$ cat src/rtl/hash_arbiter.sv
// rtl/hash_arbiter.sv - round-robin sharing of one hash unit among NUM_REQ requesters.
// Optional WAIT timeout with err_o is built when HASH_ARB_TIMEOUT_EN is defined.
module hash_arbiter #(
    parameter int NUM_REQ = 4,
    parameter int ID_W    = 2,
    parameter int TIMEOUT = 15
) (
    input  logic                   clk,
    input  logic                   rst,
    input  logic [NUM_REQ-1:0]     req_i,
    input  logic [NUM_REQ*64-1:0]  key_i,
    output logic [NUM_REQ-1:0]     done_o,
    output logic [31:0]            val_o,
    output logic [ID_W-1:0]        grant_id_o,
    output logic                   busy_o,
    output logic                   hash_start_o,
    output logic [63:0]            hash_key_o,
    input  logic                   hash_ready_i,
    input  logic [31:0]            hash_val_i
`ifdef HASH_ARB_TIMEOUT_EN
    ,
    output logic                   err_o
`endif
);

    typedef enum logic [1:0] {S_IDLE, S_ISSUE, S_WAIT, S_RESP} state_t;

    state_t             state;
    logic [ID_W-1:0]    last;
    logic [NUM_REQ-1:0] arb_mask;
    logic               arb_found;
    logic [ID_W-1:0]    arb_idx;

`ifdef HASH_ARB_TIMEOUT_EN
    localparam int CNT_W = (TIMEOUT > 1) ? $clog2(TIMEOUT + 1) : 1;
    logic [CNT_W-1:0]   wait_cnt;
`endif

    // The just-served requester sits out the RESP cycle so it can drop req_i.
    always_comb begin
        arb_mask = req_i;
        if (state == S_RESP)
            arb_mask = req_i & ~(NUM_REQ'(1) << grant_id_o);
    end

    always_comb begin
        arb_found = 1'b0;
        arb_idx   = '0;
        for (int i = 1; i <= NUM_REQ; i++) begin
            if (!arb_found && arb_mask[(int'(last) + i) % NUM_REQ]) begin
                arb_found = 1'b1;
                arb_idx   = ID_W'((int'(last) + i) % NUM_REQ);
            end
        end
    end

    always_ff @(posedge clk or posedge rst) begin
        if (rst) begin
            state        <= S_IDLE;
            last         <= ID_W'(NUM_REQ - 1);
            done_o       <= '0;
            val_o        <= '0;
            grant_id_o   <= '0;
            busy_o       <= 1'b0;
            hash_start_o <= 1'b0;
            hash_key_o   <= '0;
`ifdef HASH_ARB_TIMEOUT_EN
            err_o        <= 1'b0;
            wait_cnt     <= '0;
`endif
        end else begin
            done_o <= '0;
`ifdef HASH_ARB_TIMEOUT_EN
            err_o  <= 1'b0;
`endif
            case (state)
                S_IDLE: begin
                    if (arb_found) begin
                        last         <= arb_idx;
                        grant_id_o   <= arb_idx;
                        hash_key_o   <= key_i[int'(arb_idx)*64 +: 64];
                        state        <= S_ISSUE;
                        busy_o       <= 1'b1;
                        hash_start_o <= 1'b1;
                    end
                end
                // Ready may still be high from the previous operation here.
                S_ISSUE: begin
                    state <= S_WAIT;
`ifdef HASH_ARB_TIMEOUT_EN
                    wait_cnt <= '0;
`endif
                end
                S_WAIT: begin
                    if (hash_ready_i) begin
                        val_o        <= hash_val_i;
                        done_o       <= NUM_REQ'(1) << grant_id_o;
                        state        <= S_RESP;
                        hash_start_o <= 1'b0;
                    end
`ifdef HASH_ARB_TIMEOUT_EN
                    else if (wait_cnt == CNT_W'(TIMEOUT - 1)) begin
                        val_o        <= '0;
                        done_o       <= NUM_REQ'(1) << grant_id_o;
                        err_o        <= 1'b1;
                        state        <= S_RESP;
                        hash_start_o <= 1'b0;
                    end else begin
                        wait_cnt <= wait_cnt + 1'b1;
                    end
`endif
                end
                S_RESP: begin
                    if (arb_found) begin
                        last         <= arb_idx;
                        grant_id_o   <= arb_idx;
                        hash_key_o   <= key_i[int'(arb_idx)*64 +: 64];
                        state        <= S_ISSUE;
                        hash_start_o <= 1'b1;
                    end else begin
                        state  <= S_IDLE;
                        busy_o <= 1'b0;
                    end
                end
                default: state <= S_IDLE;
            endcase
        end
    end

endmodule

$ cat config.mk
export PLATFORM = sky130hd
export DESIGN_NAME = hash_arbiter
export DESIGN_NICKNAME = d
export VERILOG_FILES = /design/src/rtl/hash_arbiter.sv
export SDC_FILE = /design/constraint.sdc
export NUM_CORES = 1
export LEC_CHECK = 0
export ABC_AREA = 1
export CAP_MARGIN = 10
export CORE_AREA = 2 2 156 158
export CTS_CLUSTER_SIZE = 24
export DETAILED_ROUTE_END_ITERATION = 10
export DIE_AREA = 0 0 158 160
export GPL_TIMING_DRIVEN = 0
export PLACE_DENSITY = 0.68
export SYNTH_ARGS = -nofsm -noshare
export SYNTH_HDL_FRONTEND = slang
export SYNTH_SLANG_ARGS = --single-unit
$ cat constraint.sdc
create_clock -name clk -period 7.8 [get_ports clk]
set_clock_uncertainty 0.15 [all_clocks]
set_input_delay 1.56 -clock clk [delete_from_list [all_inputs] [get_ports clk]]
set_output_delay 1.56 -clock clk [all_outputs]
set_load 0.005 [all_outputs]
# Word level (Yosys, flattened, before mapping)
# Index checks and enable logic that the tools add are counted.
[word_totals]
ff_bits = 108
inputBits = 295
[classes]
addsub = 4
n_lt_le_gt_ge = 4
eq_ne = 7
n_shift = 2
n_mux = 32
n_bitwise = 6
reduce_logical = 19
[ops]
columns = ["op", "n"]
rows = [
  ["$shiftx A256 B9 Y64", 1],
  ["$lt A3 B4 Y1 const B", 4],
  ["$mux W1", 16],
  ["$mux W2", 6],
  ["$mux W4", 3],
  ["$reduce_or A2 Y1", 5],
  ["$bmux W1 S2", 4],
  ["$pmux W2 S4", 1],
  ["$ne A2 B2 Y1 const B", 3],
  ["$reduce_and A2 Y1", 3],
  ["$reduce_and A3 Y1", 2],
  ["$add A2 B1 Y2 const B", 2],
  ["$add A2 B2 Y2 const B", 2],
  ["$and A1 B1 Y1 const A", 4],
  ["$and A4 B4 Y4", 1],
  ["$eq A2 B2 Y1 const B", 2],
  ["$not A4 Y4", 1],
  ["$pmux W1 S2", 2],
  ["$reduce_bool A2 Y1", 2],
  ["$shl A1 B2 Y4 const A", 1],
  ["$logic_and A1 B1 Y1", 3],
  ["$logic_not A1 Y1", 3],
  ["$eq A2 B1 Y1 const B", 1],
  ["$logic_not A2 Y1", 1],
  ["$ne A2 B1 Y1 const B", 1],
]

# Logic depth before layout (Yosys ltp)
[depth]
word_depth = 19
mapped_depth = 18

# Least setup slack after synthesis
# No wires, ideal clock.
[synth_path]
path_kind = "in2reg"
startpoint = "input port req_i[3]"
endpoint = "register hash_key_o[49]"
setup_time_ps = 117
t_arrival_ps = 2751
t_required_ps = 7533
path_slack_ps = 4783
cell_stages = 13
path_buffers = 1
path_cell_list = "nand3_1 > nand2_1 > o21ai_2 > nand2_1 > nor2_1 > nand2_2 > nand2_2 > clkbuf_1 > nand2_1 > nand3_1 > nand2_1 > nand2_1 > nand2_1"
[synth_between]
elab_chain_len = 16
elab_cells_between_ends = 30
cone_classes = "shift: 1; mux: 21; bitwise: 1; reduce/logical: 7"
[synth_lines]
columns = ["item", "line", "rtl"]
rows = [
  ["from (decl)", "10", "input logic [NUM_REQ-1:0] req_i,"],
  ["$and A4 B4 Y4", "43", "arb_mask = req_i & ~(NUM_REQ'(1) << grant_id_o);"],
  ["$mux W4 (*)", "42", "if (state == S_RESP)"],
  ["$bmux W1 S2", "50", "if (!arb_found && arb_mask[(int'(last) + i) % NUM_REQ]) begin"],
  ["$mux W1 (not written as such) (2 in a row)", "50", ""],
  ["$mux W1", "50", ""],
  ["$logic_not A1 Y1", "50", ""],
  ["$logic_and A1 B1 Y1", "50", ""],
  ["$mux W1", "50", ""],
  ["$logic_not A1 Y1", "50", ""],
  ["$logic_and A1 B1 Y1", "50", ""],
  ["$mux W1", "50", ""],
  ["$logic_not A1 Y1", "50", ""],
  ["$logic_and A1 B1 Y1", "50", ""],
  ["$mux W2 / $mux W1 (equally long branches)", "50", ""],
  ["$shiftx A256 B9 Y64 / $reduce_and A2 Y1 (equally long branches)", "--", ""],
  ["to (signal assigned)", "81", "hash_key_o <= key_i[int'(arb_idx)*64 +: 64];"],
  ["to (signal assigned)", "117", "hash_key_o <= key_i[int'(arb_idx)*64 +: 64];"],
  ["to (decl)", "17", "output logic [63:0] hash_key_o,"],
]
# Every way passes the cells marked *; elsewhere a longest branch is shown, timed or not. The select of a mux whose other input is x is not followed.
# A chain may end at the register's enable or synchronous reset.

# Worst setup path after layout
[layout_path]
startpoint = "input port req_i[3]"
endpoint = "register hash_key_o[21]"
# The elaborated chain is that of the path after synthesis.

==> flow_metrics.py <==
metrics = {
    "yosys": {
        "syn-num-nets": 1494,
        "avgSynthCellArea_um2": 6.39,
        "yosys_warnings": 0,
        "synth_seq_cells": 108,
        "postSynth.asyncResetShare_pct": 100,
        "syn_area_um2": 7630,
        "syn_inst": 1195,
        "synth_edf_count": 0,
        "seq_area_frac_synth_pct": 35.4,
        "synth_cell_types": 26,
        "synth_flop_cell": "dfrtp_1",
    },
    "route": {
        "drc": 0,
        "firstDrtPassIters": 5,
        "detail-route-antenna-nets": 0,
        "wl_per_cell_um": 15.5,
        "vias_per_cell": 4.56,
        "drtIter0Drc": 509,
        "routed_wl_mm": 29.9,
        "via_count": 8823,
    },
    "cells_and_area": {
        "antenna_cells": 0,
        "areaGrowthSynthToFinish_pct": 62.0,
        "nets": 1904,
        "post-route-util_pct": 51.9,
        "drive_above_1_share_pct": 7.33,
    },
    "die": {
        "boundaryPins": 399,
        "die_h_um": 160,
        "initial_utilization_pct": 32.0,
        "core_um2": 23800,
        "row_count": 57,
        "dieArea_um2": 25300,
        "die_w_um": 158,
    },
    "setup_path": {
        "critPathMaxFanout": 10,
        "cp-start-kind": "input port",
        "crit_path_end_kind": "flop",
        "criticalPathCategory": "in -> reg",
        "arrival_ns": 3.89,
        "crit_required_ns": 7.89,
    },
    "cts": {
        "postCtsSetupRepairBufs": 0,
        "clock_path_buffers": 2,
        "clk_latency_ns": 0.35,
        "hold_buffers": 0,
        "clk_pin_slew_ns": 0.07,
        "numCtsBuffers": 9,
        "h-tree-depth": 3,
        "cts_resized": 0,
        "cts_tree": "done",
        "root_buffer": "clkbuf_16",
        "clock_sink_count": 108,
    },
    "timing": {
        "finalSetupTns_ns": 0,
        "period_share_pct": 48.8,
        "max-slew-margin-rel_pct": 61.0,
        "tightest_slew_ns": 0.585,
        "setup_viol": 0,
        "post-route-min-period_ns": 3.80,
        "fmax_ghz": 0.263,
        "finalMaxSlewViolations": 0,
        "final_hold_viol_count": 0,
        "rsz0062_at_grt": "no",
    },
    "placed_design": {
        "routabilityCongestion": 0.900,
        "portBuffers": 398,
        "dp_hpwl_mm": 23.3,
    },
    "power_and_ir_drop": {
        "power_uw": 6220,
        "powerDensity_nw_per_um2": 503,
        "ir_drop_uv": 197,
        "cellLeakagePower_uw": 0.00664,
    },
    "grt": {
        "overflow": 0,
        "antenna_found_initial": 0,
        "grt_max_degree": 65,
        "track_usage_pct": 22.8,
        "grt_first_pass_wirelength_mm": 45.2,
        "grt_pass1_vias": 8667,
    },
    "run": {
        "drv_cap": 0,
    },
    "min_path": {
        "hold_path_class": "reg -> reg",
    },
    "outcome": {
        "outcome": "complete, no violations",
    },
}
==> report_power, final <==
| part | switching (uW) | internal (uW) | total (uW) |
|---|---|---|---|
| Sequential | 167 | 884 | 1050 |
| Clock | 254 | 233 | 486 |
| Combinational | 2780 | 1900 | 4680 |
==> worst max-delay path, cell delays in order <==
cell and delay (ns):
clkdlybuf4s50_1 0.49, nand3_1 0.13, nand3_1 0.11, nand2_1 0.11, nand4_2 0.18, inv_1 0.09, nor2_2 0.44, inv_2 0.25
clkbuf_1 0.33, nand2_1 0.13, nand2_1 0.06
==> registers in the layout, summed over array words and instances (netlist names) <==
register and flops:
hash_key_o 64, last 2, grant_id_o 2, busy_o 1
hash_start_o 1, done_o 4, val_o 32, state 2
==> layer usage <==
layer,global-route usage [%],routed length (um),vias up
li1,-,-,4428
met1,27.0,12200,3989
met2,38.9,14100,355
met3,6.59,2820,51
met4,8.19,821,0
met5,0,0,-
==> cell usage in the layout, fill, tap and decap left out, types with 4 or more instances in the layout <==
cell / Yosys / layout
nand2_1: 405 / 405
clkdlybuf4s50_1: 0 / 398
nand3_1: 275 / 275
inv_1: 267 / 266
dfrtp_1: 106 / 106
buf_2: 39 / 39
mux2_2: 32 / 32
clkbuf_1: 13 / 13
buf_6: 12 / 12
o21ai_0: 9 / 9
clkbuf_16: 0 / 9
buf_4: 5 / 5
inv_2: 4 / 4
nor3_1: 4 / 4
ha_1: 4 / 4
inv_8: 0 / 4
==> per-stage QoR <==
step | worst slack, ns | cell area [um^2] | hold WS (ns) | instances
floorplan | 3.25 | 7630 | 0.322 | 1195
global placement | 1.39 | 12000 | 0.310 | 1917
detailed placement | 3.57 | 12100 | 0.314 | 1918
CTS | 3.94 | 12400 | 0.335 | 1934
global route | 3.78 | 12400 | 0.352 | 1934
finish | 4.00 | 12400 | 0.330 | 1934
==> final timing paths <==
| kind | start | endpoint | slack (ns) | depth (start not counted) |
|---|---|---|---|---|
| max in group asynchronous | rst | last[1] | 5.33 | 3 |
| hold / removal | hash_key_o[10] | hash_key_o[10] | 0.33 | 2 |
| min in group asynchronous | rst | val_o[24] | 1.46 | 2 |
| setup reg to reg | state[0] | hash_key_o[21] | 4.87 | 12 |
| setup / recovery | req_i[3] | hash_key_o[21] | 4.00 | 11 |
| hold reg to reg | hash_key_o[10] | hash_key_o[10] | 0.33 | 2 |
==> cell usage after synthesis, drive strengths merged, types with 2 or more instances <==
cell type | n | area, um^2
nor2 | 4 | 17.5
dfrtp | 106 | 2650
o22ai | 2 | 12.5
dfstp | 2 | 52.6
nand2 | 407 | 1530
a31oi | 2 | 12.5
mux2 | 32 | 360
inv | 271 | 1020
o21ai | 10 | 53.8
buf | 58 | 375
clkbuf | 13 | 48.8
nand3 | 275 | 1380
ha | 4 | 50.1
nor3 | 4 | 20.0
==> cells by family (layout without fill, tap and decap cells) <==
group	Yosys count	in the layout	synth area share, %
buffers and inverters	342	757	18.9
AO/OA/AOI/OAI	17	17	1.31
XOR/XNOR	1	1	0.213
flip-flops	108	108	35.4
AND/OR/NAND/NOR	691	691	38.8
multiplexers	32	32	4.72
adder cells (fa/ha/maj)	4	4	0.656
==> cell type report <==
| cell class | instances | area (um^2) |
|---|---|---|
| sequential | 108 | 2710 |
| buffer | 71 | 424 |
| fill | 2401 | 11500 |
| clock buffer | 9 | 225 |
| inverter | 271 | 1020 |
| clock inverter | 7 | 86.3 |
| timing repair buffer | 399 | 4010 |
| multi-input combinational | 745 | 3490 |
| tap | 324 | 405 |
No activity file was read; power rests on OpenSTA's default activity.
